`config.mk`:
```
export PLATFORM = sky130hd
export DESIGN_NAME = stg1ia_pq
export DESIGN_NICKNAME = d
export VERILOG_FILES = /design/src/rtl/stg1ia_pq.sv
export SDC_FILE = /design/constraint.sdc
export NUM_CORES = 1
export LEC_CHECK = 0
export ABC_AREA = 1
export BUFFER_PORTS_ARGS = -buffer_cell sky130_fd_sc_hd__buf_2
export CAP_MARGIN = 20
export CORE_ASPECT_RATIO = 1.75
export CORE_UTILIZATION = 35
export DETAILED_ROUTE_END_ITERATION = 16
export SLEW_MARGIN = 15
export SYNTH_ARGS = -nofsm -noshare
export SYNTH_HDL_FRONTEND = slang
export SYNTH_SLANG_ARGS = --single-unit
```
`constraint.sdc`:
```
create_clock -name iw_clk -period 4.7 [get_ports iw_clk]
set_input_delay 0.705 -clock iw_clk [delete_from_list [all_inputs] [get_ports iw_clk]]
set_output_delay 0.705 -clock iw_clk [all_outputs]
set_load 0.01 [all_outputs]
```
`src/rtl/stg1ia_pq.sv`:
```
// stg1ia_pq: instruction-address stage with program counter and in-flight PC queue.
// Issues FETCH_W consecutive fetch addresses per request (request/grant),
// records each granted PC in a DEPTH-entry circular queue and presents the
// head PC downstream with valid/ready. Flush redirects the PC and empties the queue.
// Optional build macro STG1IA_PQ_PERF_EN adds saturating stall/flush counters.
module stg1ia_pq #(
    parameter int unsigned      ADDR_W   = 24,
    parameter int unsigned      FETCH_W  = 2,
    parameter int unsigned      DEPTH    = 4,
    parameter logic [ADDR_W-1:0] RESET_PC = '0
) (
    input  logic                        iw_clk,
    input  logic                        iw_rst_n,
    output logic [FETCH_W*ADDR_W-1:0]   ow_mem_addr,
    output logic                        ow_mem_req,
    input  logic                        iw_mem_gnt,
    output logic [ADDR_W-1:0]           ow_pc,
    output logic                        ow_ia_valid,
    input  logic                        iw_ready,
    output logic [$clog2(DEPTH):0]      ow_count,
    input  logic                        iw_flush,
    input  logic [ADDR_W-1:0]           iw_flush_pc
`ifdef STG1IA_PQ_PERF_EN
    ,
    output logic [31:0]                 ow_perf_stall,
    output logic [31:0]                 ow_perf_flush
`endif
);

    localparam int unsigned PTR_W = $clog2(DEPTH);
    localparam int unsigned CNT_W = PTR_W + 1;

    logic [ADDR_W-1:0] pc_q, pc_n;
    logic [PTR_W-1:0]  wr_ptr_q, wr_ptr_n;
    logic [PTR_W-1:0]  rd_ptr_q, rd_ptr_n;
    logic [CNT_W-1:0]  count_q, count_n;
    logic [ADDR_W-1:0] mem_q [DEPTH];
    logic [ADDR_W-1:0] head_pc_n;
    logic              head_valid_n;
    logic              pop;
    logic              push;

    // Fetch address slices: PC + i, wrapping silently at the top of the space
    for (genvar i = 0; i < FETCH_W; i++) begin : g_addr
        assign ow_mem_addr[i*ADDR_W +: ADDR_W] = pc_q + ADDR_W'(i);
    end

    assign ow_count = count_q;
    assign pop      = ow_ia_valid && iw_ready && !iw_flush;
    // A full queue can still request when the head is consumed in the same cycle
    assign ow_mem_req = iw_rst_n && !iw_flush &&
                        ((count_q < CNT_W'(DEPTH)) || (ow_ia_valid && iw_ready));
    assign push     = ow_mem_req && iw_mem_gnt;

    // Next-state for PC, pointers, count and the registered queue head
    always_comb begin
        pc_n         = pc_q;
        wr_ptr_n     = wr_ptr_q;
        rd_ptr_n     = rd_ptr_q;
        count_n      = count_q;
        head_valid_n = 1'b0;
        head_pc_n    = '0;
        if (iw_flush) begin
            pc_n     = iw_flush_pc;
            wr_ptr_n = '0;
            rd_ptr_n = '0;
            count_n  = '0;
        end else begin
            if (push) begin
                pc_n     = pc_q + ADDR_W'(FETCH_W);
                wr_ptr_n = wr_ptr_q + PTR_W'(1);
            end
            if (pop) begin
                rd_ptr_n = rd_ptr_q + PTR_W'(1);
            end
            count_n = count_q + CNT_W'(push) - CNT_W'(pop);
        end
        head_valid_n = (count_n != '0);
        // Entry being written this cycle is forwarded when it becomes the head
        if (head_valid_n) begin
            if (push && (rd_ptr_n == wr_ptr_q)) begin
                head_pc_n = pc_q;
            end else begin
                head_pc_n = mem_q[rd_ptr_n];
            end
        end
    end

    // State registers with asynchronous reset
    always_ff @(posedge iw_clk or negedge iw_rst_n) begin
        if (!iw_rst_n) begin
            pc_q        <= RESET_PC;
            wr_ptr_q    <= '0;
            rd_ptr_q    <= '0;
            count_q     <= '0;
            ow_pc       <= '0;
            ow_ia_valid <= 1'b0;
        end else begin
            pc_q        <= pc_n;
            wr_ptr_q    <= wr_ptr_n;
            rd_ptr_q    <= rd_ptr_n;
            count_q     <= count_n;
            ow_pc       <= head_pc_n;
            ow_ia_valid <= head_valid_n;
        end
    end

    // Queue storage; contents are only meaningful between pointers
    always_ff @(posedge iw_clk) begin
        if (push && !iw_flush) begin
            mem_q[wr_ptr_q] <= pc_q;
        end
    end

`ifdef STG1IA_PQ_PERF_EN
    logic stall;
    assign stall = (ow_mem_req && !iw_mem_gnt) ||
                   ((count_q == CNT_W'(DEPTH)) && !(ow_ia_valid && iw_ready));

    // Saturating performance counters
    always_ff @(posedge iw_clk or negedge iw_rst_n) begin
        if (!iw_rst_n) begin
            ow_perf_stall <= '0;
            ow_perf_flush <= '0;
        end else begin
            if (stall && (ow_perf_stall != '1)) begin
                ow_perf_stall <= ow_perf_stall + 32'd1;
            end
            if (iw_flush && (ow_perf_flush != '1)) begin
                ow_perf_flush <= ow_perf_flush + 32'd1;
            end
        end
    end
`endif

endmodule

```
# Yosys cells after proc, flatten, opt, wreduce, memory -nomap -nowiden
# Memories as Yosys holds them, arrays and structs flattened.
# Cells that the tools add are included.
# op_classes
addsub,6
eq_ne,1
muxes,11
n_lt_le_gt_ge,1
reduce_logical,11
# ops
cell,count
$mux W24,4
$add A24 B1 Y24 const B,1
$add A24 B2 Y24 const B,1
$mux W2,4
$logic_and A1 B1 Y1,7
$add A2 B1 Y2 const B,2
$add A3 B1 Y3,1
$lt A3 B3 Y1 const B,1
$mux W3,1
$reduce_bool A3 Y1,1
$sub A3 B1 Y3,1
$eq A2 B2 Y1,1
$mux W1,2
$reduce_bool A2 Y1,1
$logic_not A1 Y1,1
$logic_or A1 B1 Y1,1
# word_totals
inputBits,29
output_inout_bits,77
wordCells,37
ram_bits,96
n_memories,1
ff_bits,56
# memory_table
memory,words,width,rd,rd_ports_with_merged_regs,wr,line,rtl
mem_q,4,24,1,0,1,37,logic [ADDR_W-1:0] mem_q [DEPTH];

# Longest topological paths before layout
# depth
depth_word,9
ltp_mapped,18
depth_no_buf,16

# Least setup slack after synthesis
# No wires, ideal clock.
# synth_path
path_kind,in2reg
startpoint,input port iw_ready
endpoint,register ow_pc[10]
t_arrival_ns,3.040
setup_ns,0.071
path_stages,17
t_required_ns,4.629
setup_slack_ns,1.588
n_path_buf,2
path_cell_list,nand2_2 > nand2_1 > nand2_2 > inv_2 > nand2_2 > clkbuf_1 > ha_1 > inv_1 > ha_1 > inv_1 > fa_1 > nor2_1 > nor2_1 > nand2_1 > clkbuf_1 > nand2_1 > nor2_1
# synth_between
elab_chain_cells,9
elab_cells_between_ends,16
# synth_lines
item,line,rtl
from (decl),19,"input logic iw_ready,"
$logic_and A1 B1 Y1,52,((count_q < CNT_W'(DEPTH)) || (ow_ia_valid && iw_ready));
$logic_or A1 B1 Y1,52,
$logic_and A1 B1 Y1,51,assign ow_mem_req = iw_rst_n && !iw_flush &&
named net ow_mem_req,15,"output logic ow_mem_req,"
$logic_and A1 B1 Y1,53,assign push = ow_mem_req && iw_mem_gnt;
$add A3 B1 Y3,76,count_n = count_q + CNT_W'(push) - CNT_W'(pop);
$sub A3 B1 Y3,76,
$mux W3,63,if (iw_flush) begin
named net count_n[1],36,"logic [CNT_W-1:0] count_q, count_n;"
$reduce_bool A3 Y1,78,head_valid_n = (count_n != '0);
$mux W24,80,if (head_valid_n) begin
named net head_pc_n[10],38,logic [ADDR_W-1:0] head_pc_n;
to (signal assigned),103,ow_pc <= head_pc_n;
to (decl),17,"output logic [ADDR_W-1:0] ow_pc,"
# The timed path passes the listed nets, and every way through them passes these cells.
# A chain may end at the register's enable or synchronous reset.

# Worst setup path after layout
# layout_path
startpoint,register pc_q[2]
endpoint,output port ow_mem_addr[35]
# layout_between
elab_chain_cells,1
# layout_lines
item,line,rtl
from (decl),33,"logic [ADDR_W-1:0] pc_q, pc_n;"
from (signal assigned),99,pc_q <= pc_n;
$add A24 B1 Y24,45,assign ow_mem_addr[i*ADDR_W +: ADDR_W] = pc_q + ADDR_W'(i);
to (decl),14,"output logic [FETCH_W*ADDR_W-1:0] ow_mem_addr,"
# No other way between the ends.

==> flow_summary.yaml <==
global_routing:
  grt_pass1_vias: 6121
  track_usage: 0.213
  grt.overflow.total: 0
  grt_max_degree: 57
  antenna_found_initial: 0
  grt_pass1_wl_um: 35300
worst_setup_path:
  crit_buf_inv: 1
  cp_max_fo: 11
  crit_arrival_ns: 2.77
  start_kind: "register"
  max_stage_delay_ns: 0.68
  path_delay_family: "simple AND/OR/NAND/NOR gates"
  critPathCaptureType: "primary output"
  crit_chain: "ha_1, nand2_1, nor2_1, nand3_1, xor2_1, buf_2"
  slowest_stage: "nor2_1"
  crit_type: "register to primary output"
  rr_startpoint: "ow_ia_valid"
  critPathLaunch: "pc_q[2]"
  required_ns: 3.99
detailed_routing:
  wirelength_um: 23200
  antenna_left: 0
  drt_iter0_drc: 432
  drc: 0
  dr.pass1.iters: 5
  via_count: 6370
  drt-vias-per-instance: 4.96
  wl_per_cell_um: 18.1
finish:
  layout.nets: 1017
  mostFrequentLayoutCells: "nand2_1 (208), inv_1 (153), buf_2 (105)"
  layout_commonest_cell: "nand2_1"
  num_antenna_cells: 0
  syn2layout_area_growth_pct: 18.6
  stdcell_count: 1284
  multi_input_area_um2: 2660
  ff_latch_area_um2: 4280
  nFillCells: 2154
  drive_gt1_frac: 0.169
clock_network:
  clk_latency_ns: 0.43
  htree_levels: 4
  clk_pin_slew_ns: 0.07
  cts_tree: "built"
  cts_setup_buffers: 0
  ctsHoldBuffers: 0
  clock-sinks: 152
  clockRootBuffer: "clkbuf_16"
  cts_resized: 0
  cts.path.max_buffers: 2
  cts_buffers: 17
synth:
  syn_inst: 886
  yosysTopAreaCellShare: 0.373
  syn-mean-instance-area_um2: 8.73
  yosysSeqAreaShare: 0.554
  yosys_warnings: 0
  syn-num-nets: 924
  synth-seq-cells: 152
  ys_top_cells_by_area: "edfxtp_1 (37%), dfrtp_1 (18%), nand2_1 (10%), inv_1 (7.4%), nand3_1 (6.3%)"
  yosys.area.top_type: "edfxtp_1"
  yosysUniqueCellTypes: 33
  syn_area_um2: 7740
job:
  cap_violations: 0
timing:
  timing.final.crit_period_ns: 3.47
  rsz0062_at_grt: "no"
  finalClockSkew_ns: 0.0115
  fmax_mhz: 288
  worst_pin_slew_ns: 1.02
  fin_tns_setup_ns: 0
  hold_viol_final: 0
  setup_violations: 0
  final_max_slew_viol_count: 0
  slew_headroom: 0.316
  layout_worst_path_cycle_share: 0.739
die:
  row_count: 71
  core_um2: 21600
  ios: 106
  dieArea_um2: 22700
  dieWidth_um: 114
  initial_utilization: 0.358
  die_y_um: 199
placed_design:
  io_buffers: 105
  detailed_place_hpwl_um: 15500
  placed_cells: 1251
  gp_congestion: 0.904
hold_path:
  worstHoldStart: "iw_flush_pc[19]"
  hold_path_class: "input port to register"
power_and_ir_drop:
  power_leakage_uw: 0.00435
  power_density_nw_per_um2: 464
  ir_worst_vdd_v: 0.000210
status:
  outcome: "finished, final reports clean"
## where the power goes
part           leakage, µW  switching (µW)  internal, µW  total (µW)
combinational      0.00246             669           328         997
sequential         0.00159             155          1600        1760
clock             0.000305             562           943        1510
## registers in the layout, summed over array words and instances, names as in the netlist
signal and flops:
mem_q 96, ow_pc 24, pc_q 24, ow_count 3
rd_ptr_q 2, wr_ptr_q 2, ow_ia_valid 1
## worst register-to-register path: stages, from the launching register on
cell	delay [ns]
dfrtp_1	0.43
nand2_2	0.11
nand2_1	0.07
nand2_2	0.12
inv_2	0.06
nand2_2	0.29
ha_1	0.31
inv_1	0.06
ha_1	0.13
inv_1	0.04
fa_1	0.35
inv_1	0.07
or2_2	0.10
nand3_1	0.09
nand2_1	0.79
nand2_1	0.12
nor2_1	0.13
## kinds of logic after synthesis
family | Yosys count | share of synthesized area
and+or+nand+nor | 462 | 0.268
buffers and inverters | 200 | 0.104
AOI/OAI and AO/OA | 35 | 0.0278
adders and majority gates | 9 | 0.0155
DFF | 152 | 0.554
xor gates and xnor gates | 28 | 0.0317
## metal layers
layer,GRT usage,share of wire,up-vias
met3,0.0402,0.061,60
met4,0.127,0.048,0
li1,-,-,3045
met2,0.361,0.51,248
met1,0.249,0.38,3017
met5,0,0,-
## worst paths after layout
kind / to / slack, ns / depth (start not counted)
worst max-delay path: ow_mem_addr[35] / 1.23 / 6
worst min-delay path: pc_q[19] / 0.49 / 3
worst max register to register: ow_pc[17] / 1.35 / 16
worst min register to register: mem_q[1][23] / 0.63 / 0
max in group asynchronous: ow_pc[13] / 3.63 / 2
min in group asynchronous: pc_q[5] / 0.51 / 2
## area by class of cell
type                            instances  share of cell area
Inverter                              156              0.0638
Multi-Input combinational cell        534               0.290
Clock buffer                           17              0.0464
Tap cell                              292              0.0398
Sequential cell                       152               0.467
Clock inverter                         15              0.0244
Timing Repair Buffer                  118              0.0687
## metrics by stage
| stage | hold slack [ns] | cell area (µm²) | util | worst slack [ns] | total power [µW] |
|---|---|---|---|---|---|
| final | 0.488 | 9180 | 0.425 | 1.23 | 4260 |
| after global placement | 0.618 | 8510 | 0.394 | 1.00 | 2770 |
| after CTS | 0.482 | 9160 | 0.424 | 1.24 | 4290 |
| after global routing | 0.505 | 9180 | 0.425 | 1.01 | 4450 |
| after floorplan | 0.409 | 7740 | - | 1.59 | 2350 |
| after detailed placement | 0.612 | 8510 | 0.394 | 0.937 | 2790 |
## cells in the mapped netlist
master / number
o21ai_0: 17
inv_1: 153
nor3_1: 5
nand3_1: 97
nor2_1: 84
edfxtp_1: 96
clkbuf_1: 15
buf_6: 2
buf_4: 3
nor2_2: 1
nand4_1: 55
nand3_4: 1
fa_1: 1
clkbuf_2: 1
buf_2: 19
nand2_1: 208
or2_2: 1
dfrtp_1: 56
o21ai_1: 2
nand3_2: 2
nor2_4: 1
o221ai_1: 2
o21bai_1: 3
a211oi_1: 1
buf_1: 4
a21oi_1: 1
xnor2_1: 1
o211ai_1: 9
nand2_2: 6
ha_1: 8
inv_2: 3
xor2_1: 27
nor2_8: 1
(Power assumes the default switching activity.)
